[src/rtl/i2c_bus_arbiter_pkg.sv]
// Shared I2C constants: arbiter state encoding, default guard/timeout lengths
// and width helpers used by the setup engine, the poll engine and the bus arbiter.
package i2c_bus_arbiter_pkg;

  localparam int GUARD_CYCLES_DEFAULT   = 16;
  localparam int TIMEOUT_CYCLES_DEFAULT = 1048576;
  localparam int HOLD_CNT_MIN_WIDTH     = 20;

  typedef enum logic [1:0] {
    ST_IDLE  = 2'd0,
    ST_OWNED = 2'd1,
    ST_GUARD = 2'd2
  } arb_state_e;

  // Index width for n requesters, never narrower than one bit.
  function automatic int idx_width(input int n);
    return (n > 1) ? $clog2(n) : 1;
  endfunction

  function automatic int max_int(input int a, input int b);
    return (a > b) ? a : b;
  endfunction

endpackage

[src/rtl/i2c_bus_arbiter_rr_select.sv]
// Round-robin selector: picks the first asserted request after index 'last',
// wrapping modulo NUM_REQ, so the previous owner has lowest priority.
module rr_select
  import i2c_bus_arbiter_pkg::*;
#(
  parameter int NUM_REQ = 2
) (
  input  logic [NUM_REQ-1:0]             req,
  input  logic [idx_width(NUM_REQ)-1:0]  last,
  output logic                           valid,
  output logic [idx_width(NUM_REQ)-1:0]  winner
);

  localparam int IDW = idx_width(NUM_REQ);

  logic [IDW-1:0] cand;

  // NOTE: every variable written in always_comb gets a default first, so no
  // path leaves it unassigned and no latch is inferred.
  always_comb begin
    valid  = 1'b0;
    winner = '0;
    cand   = '0;
    for (int i = 1; i <= NUM_REQ; i++) begin
      cand = IDW'((int'(last) + i) % NUM_REQ);
      if (!valid && req[cand]) begin
        valid  = 1'b1;
        winner = cand;
      end
    end
  end

endmodule

[src/rtl/i2c_bus_arbiter.sv]
// Shares one open-drain I2C bus between NUM_REQ masters: round-robin grant,
// idle guard time between owners, and forced release of a hung owner.
module i2c_bus_arbiter
  import i2c_bus_arbiter_pkg::*;
#(
  parameter int NUM_REQ        = 2,
  parameter int GUARD_CYCLES   = GUARD_CYCLES_DEFAULT,
  parameter int TIMEOUT_CYCLES = TIMEOUT_CYCLES_DEFAULT
) (
  input  logic                           clock,
  input  logic                           reset,
  input  logic [NUM_REQ-1:0]             req,
  input  logic [NUM_REQ-1:0]             scl_low_in,
  input  logic [NUM_REQ-1:0]             sda_low_in,
  output logic [NUM_REQ-1:0]             grant,
  output logic                           scl_oe,
  output logic                           sda_oe,
  output logic                           busy,
  output logic                           timeout,
  output logic [idx_width(NUM_REQ)-1:0]  timeout_id
);

  localparam int IDW = idx_width(NUM_REQ);
  localparam int HCW = max_int(HOLD_CNT_MIN_WIDTH, $clog2(TIMEOUT_CYCLES) + 1);
  localparam int GCW = $clog2(GUARD_CYCLES) + 1;
  localparam logic [HCW-1:0] HOLD_LAST  = HCW'(TIMEOUT_CYCLES - 1);
  localparam logic [GCW-1:0] GUARD_LAST = GCW'(GUARD_CYCLES - 1);

  arb_state_e      state;
  logic [IDW-1:0]  owner;
  logic [IDW-1:0]  last_owner;
  logic [HCW-1:0]  hold_cnt;
  logic [GCW-1:0]  guard_cnt;
  logic [NUM_REQ-1:0] lockout;

  logic            rr_valid;
  logic [IDW-1:0]  rr_winner;

  rr_select #(.NUM_REQ(NUM_REQ)) u_rr_select (
    .req    (req & ~lockout),
    .last   (last_owner),
    .valid  (rr_valid),
    .winner (rr_winner)
  );

  // NOTE: sequential state uses non-blocking assignments only, so every
  // register samples pre-edge values regardless of statement order.
  always_ff @(posedge clock or negedge reset) begin
    if (!reset) begin
      state      <= ST_IDLE;
      owner      <= '0;
      last_owner <= IDW'(NUM_REQ - 1);
      hold_cnt   <= '0;
      guard_cnt  <= '0;
      lockout    <= '0;
      grant      <= '0;
      busy       <= 1'b0;
      timeout    <= 1'b0;
      timeout_id <= '0;
    end else begin
      timeout <= 1'b0;
      // A lockout clears once the locked requester is seen with req low.
      lockout <= lockout & req;
      case (state)
        ST_IDLE: begin
          if (rr_valid) begin
            state      <= ST_OWNED;
            owner      <= rr_winner;
            last_owner <= rr_winner;
            hold_cnt   <= '0;
            grant      <= NUM_REQ'(1) << rr_winner;
            busy       <= 1'b1;
          end
        end
        ST_OWNED: begin
          // A release on the expiry edge is a normal release, hence checked first.
          if (!req[owner] || hold_cnt == HOLD_LAST) begin
            state     <= ST_GUARD;
            grant     <= '0;
            guard_cnt <= '0;
            hold_cnt  <= '0;
            if (req[owner]) begin
              timeout        <= 1'b1;
              timeout_id     <= owner;
              lockout[owner] <= 1'b1;
            end
          end else begin
            hold_cnt <= hold_cnt + 1'b1;
          end
        end
        ST_GUARD: begin
          if (guard_cnt == GUARD_LAST) begin
            state     <= ST_IDLE;
            busy      <= 1'b0;
            guard_cnt <= '0;
          end else begin
            guard_cnt <= guard_cnt + 1'b1;
          end
        end
        default: begin
          state <= ST_IDLE;
          grant <= '0;
          busy  <= 1'b0;
        end
      endcase
    end
  end

  // Owner's line intents pass straight through; everyone else is ignored.
  always_comb begin
    scl_oe = (state == ST_OWNED) && scl_low_in[owner];
    sda_oe = (state == ST_OWNED) && sda_low_in[owner];
  end

endmodule

[config.mk]
export PLATFORM = sky130hd
export DESIGN_NAME = i2c_bus_arbiter
export DESIGN_NICKNAME = d
export VERILOG_FILES = /design/src/rtl/i2c_bus_arbiter_pkg.sv /design/src/rtl/i2c_bus_arbiter_rr_select.sv /design/src/rtl/i2c_bus_arbiter.sv
export SDC_FILE = /design/constraint.sdc
export NUM_CORES = 1
export LEC_CHECK = 0
export BUFFER_PORTS_ARGS = -buffer_cell sky130_fd_sc_hd__buf_2
export CAP_MARGIN = 0
export CORE_ASPECT_RATIO = 0.75
export CORE_MARGIN = 10
export CORE_UTILIZATION = 30
export CTS_CLUSTER_DIAMETER = 150
export CTS_CLUSTER_SIZE = 40
export DETAILED_ROUTE_END_ITERATION = 8
export GPL_ROUTABILITY_DRIVEN = 0
export HOLD_SLACK_MARGIN = 0.02
export PLACE_DENSITY = 0.53
export SLEW_MARGIN = 10
export SYNTH_ARGS = -nofsm -noshare
export SYNTH_HDL_FRONTEND = slang
export SYNTH_SLANG_ARGS = --single-unit
[constraint.sdc]
create_clock -name clock -period 2.1 [get_ports clock]
set_input_delay 0.21 -clock clock [delete_from_list [all_inputs] [get_ports clock]]
set_output_delay 0.21 -clock clock [all_outputs]
set_load 0.1 [all_outputs]
==> impl_metrics.yaml <==
global_route:
  gr-total-overflow: 0
  grt.total_usage_pct: 9.38
  grt_pass1_vias: 1465
  grt_pass1_wl_um: 7580
  grt_max_degree: 38
  grt_antenna_before_repair: 0
detailed_routing:
  vias_per_cell: 4.98
  post-route-drc-count: 0
  wl_um: 4440
  ant_nets: 0
  wl_per_cell_um: 14.2
  num_vias: 1559
  drtPass1Iterations: 4
  drtIter0Drc: 84
worst_hold_path:
  hold_path_class: "input pin to async pin"
synth:
  postSynthNetCount: 217
  seq_area_frac_synth_pct: 48.0
  ys_top_cells_by_area: "dfrtp_1 47%, nor2_1 5.6%, xor2_1 5.0%"
  yosys_warnings: 0
  post_synth.cell_area_avg_um2: 9.33
  synth_top_area_cell: "dfrtp_1"
  ys.flop_type: "dfrtp_1"
  synth_area_um2: 1930
  yosys-top-cells-count: "36 x dfrtp_1, 29 x nor2_1, 23 x nand2_1"
  synth-seq-cells: 37
  synth_edf_count: 0
  yosys.area.top_type_share_pct: 46.6
  synth.distinct_cells: 44
  synthMostInstantiatedCell: "dfrtp_1"
  synthArstFlopShare_pct: 100
  synthCells: 207
worst_setup_path:
  path_buf_inv: 0
  critPathTopFamily: "simple AND/OR/NAND/NOR gates"
  worst-setup-path-type: "flop to flop"
  crit_chain: "ha_1 -> nand4_2 -> nor4_4 -> a21oi_2 -> nand2_1 -> o311ai_1"
  r2r_slack_ps: 170
  worstSetupEndpoint: "hold_cnt[15]"
  critical_path.startpoint: "hold_cnt[1]"
  cp.required_ps: 2270
  crit_slowest_cell: "nor4_4"
  reg2regPathDepth: 6
  cp_max_fo: 8
  cp.arrival_ps: 2100
  start_kind: "flop"
  path_depth: 6
  r2r-end: "hold_cnt[15]"
  reg2reg_from: "hold_cnt[1]"
  slowest_delay_ps: 500
  cp-end-kind: "flop"
floorplanning:
  start_util_pct: 30.7
  core-area_um2: 6290
  dieArea_um2: 10100
  die_h_um: 89.5
  pin_count: 15
  die_x_um: 113
  num_rows: 25
finish:
  final_nets: 241
  syn_to_final_growth_pct: 16.1
  antennaDiodeCount: 0
  final_util_pct: 35.7
  drive_above_1_share_pct: 18.1
  design_area_um2: 2240
sta:
  setup_viol: 0
  drv_slew: 0
  whs_ps: 0.827
  max_freq_ghz: 0.517
  grt_setup_unrepaired: "false"
  final.min_clock_period_ps: 1930
  final.period_utilization_pct: 92.1
  hold_violations: 0
  finalClockSkew_ps: 7.84
  tightestPinTransition_ps: 820
  max-slew-margin-rel_pct: 45.3
cts:
  htreeDepth: 2
  cts_buffers: 5
  cts_tree: "done"
  post-cts-setup-buffers: 0
  cts.sinks: 37
  worstSkewPairLatency_ps: 300
  root_buffer: "clkbuf_8"
  clk_pin_slew_worst_paths_ps: 80
  cts_buffer_depth: 2
  cts_resized: 0
  holdBufCountCts: 0
placed_design:
  hpwl_um: 3210
  place_area_um2: 2140
  portBuffers: 14
power:
  cellPowerDensity_nw_per_um2: 1160
  vdd_drop_max_mv: 0.549
  p_leak_nw: 1.03
outcome:
  status: "finished clean"
run:
  drv_cap: 0
power breakdown:
group,switching [W],leakage (nW),internal (W)
registers,0.000145,0.495,0.000831
logic,0.000757,0.480,0.000301
clock network,0.000266,0.0542,0.000297
cell type report:
class                      instances  area [um^2]
clock buffer                       7         96.3
clock inverter                     1         5.00
fill                             637         4040
inverter                           7         26.3
multi-input combinational        156          942
sequential                        37          927
tap                               81          101
timing repair buffer              24          145
flip-flops by register name (all words and copies together) (netlist names):
| register | cells |
|---|---|
| guard_cnt | 5 |
| lockout | 2 |
| state | 2 |
| owner | 1 |
| grant | 2 |
| busy | 1 |
| timeout | 1 |
| hold_cnt | 21 |
| last_owner | 1 |
| timeout_id | 1 |
metal layers:
layer | GRT usage (%) | routed length, um | vias to the layer above
met5 | 0 | 0 | -
met2 | 14.1 | 1890 | 25
met4 | 3.10 | 63 | 0
met3 | 3.09 | 166 | 6
li1 | - | - | 783
met1 | 12.3 | 2310 | 745
how the worst min path moves through the flow:
stage | from | slack (ps) | to
global route | reset | 80 | hold_cnt[5]
CTS | reset | 50 | hold_cnt[1]
detailed placement | reset | 370 | lockout[1]
finish | reset | 0.8 | lockout[1]
global placement | reset | 370 | owner
floorplan | reset | -90 | busy
cell usage in the layout, fill, tap and decap left out, types with 2 or more instances in the layout:
cell type,instances
ha_1,2
a31oi_1,3
nand2b_1,4
o21ai_1,8
nand3_1,12
and4_1,2
clkbuf_8,7
o21ai_0,6
buf_4,10
nor2_1,29
xor2_1,11
and3_1,3
mux2i_1,3
a21oi_1,11
nand4_1,10
inv_1,7
o211ai_1,2
o21a_1,2
a211oi_1,3
buf_2,14
nand4_2,2
dfrtp_1,36
nand2_1,23
cells by family after synthesis:
group	after synthesis	share of synthesized area [%]
muxes	3	1.55
and+or+nand+nor	94	25.8
adders and majority gates	2	1.30
xor gates and xnor gates	12	5.44
AOI/OAI and AO/OA	45	14.6
DFF	37	48.0
buffers and inverters	14	3.24
per-stage QoR:
step	setup TNS [ps]	power [W]	setup slack, ps	std cells
detailed placement	0	0.00205	168	305
CTS	0	0.00262	173	313
global route	0	0.00277	44.3	313
finish	0	0.00260	165	313
global placement	0	0.00205	266	305
floorplan	-502	0.00176	-251	207
Power figures use the tool's default switching activity.
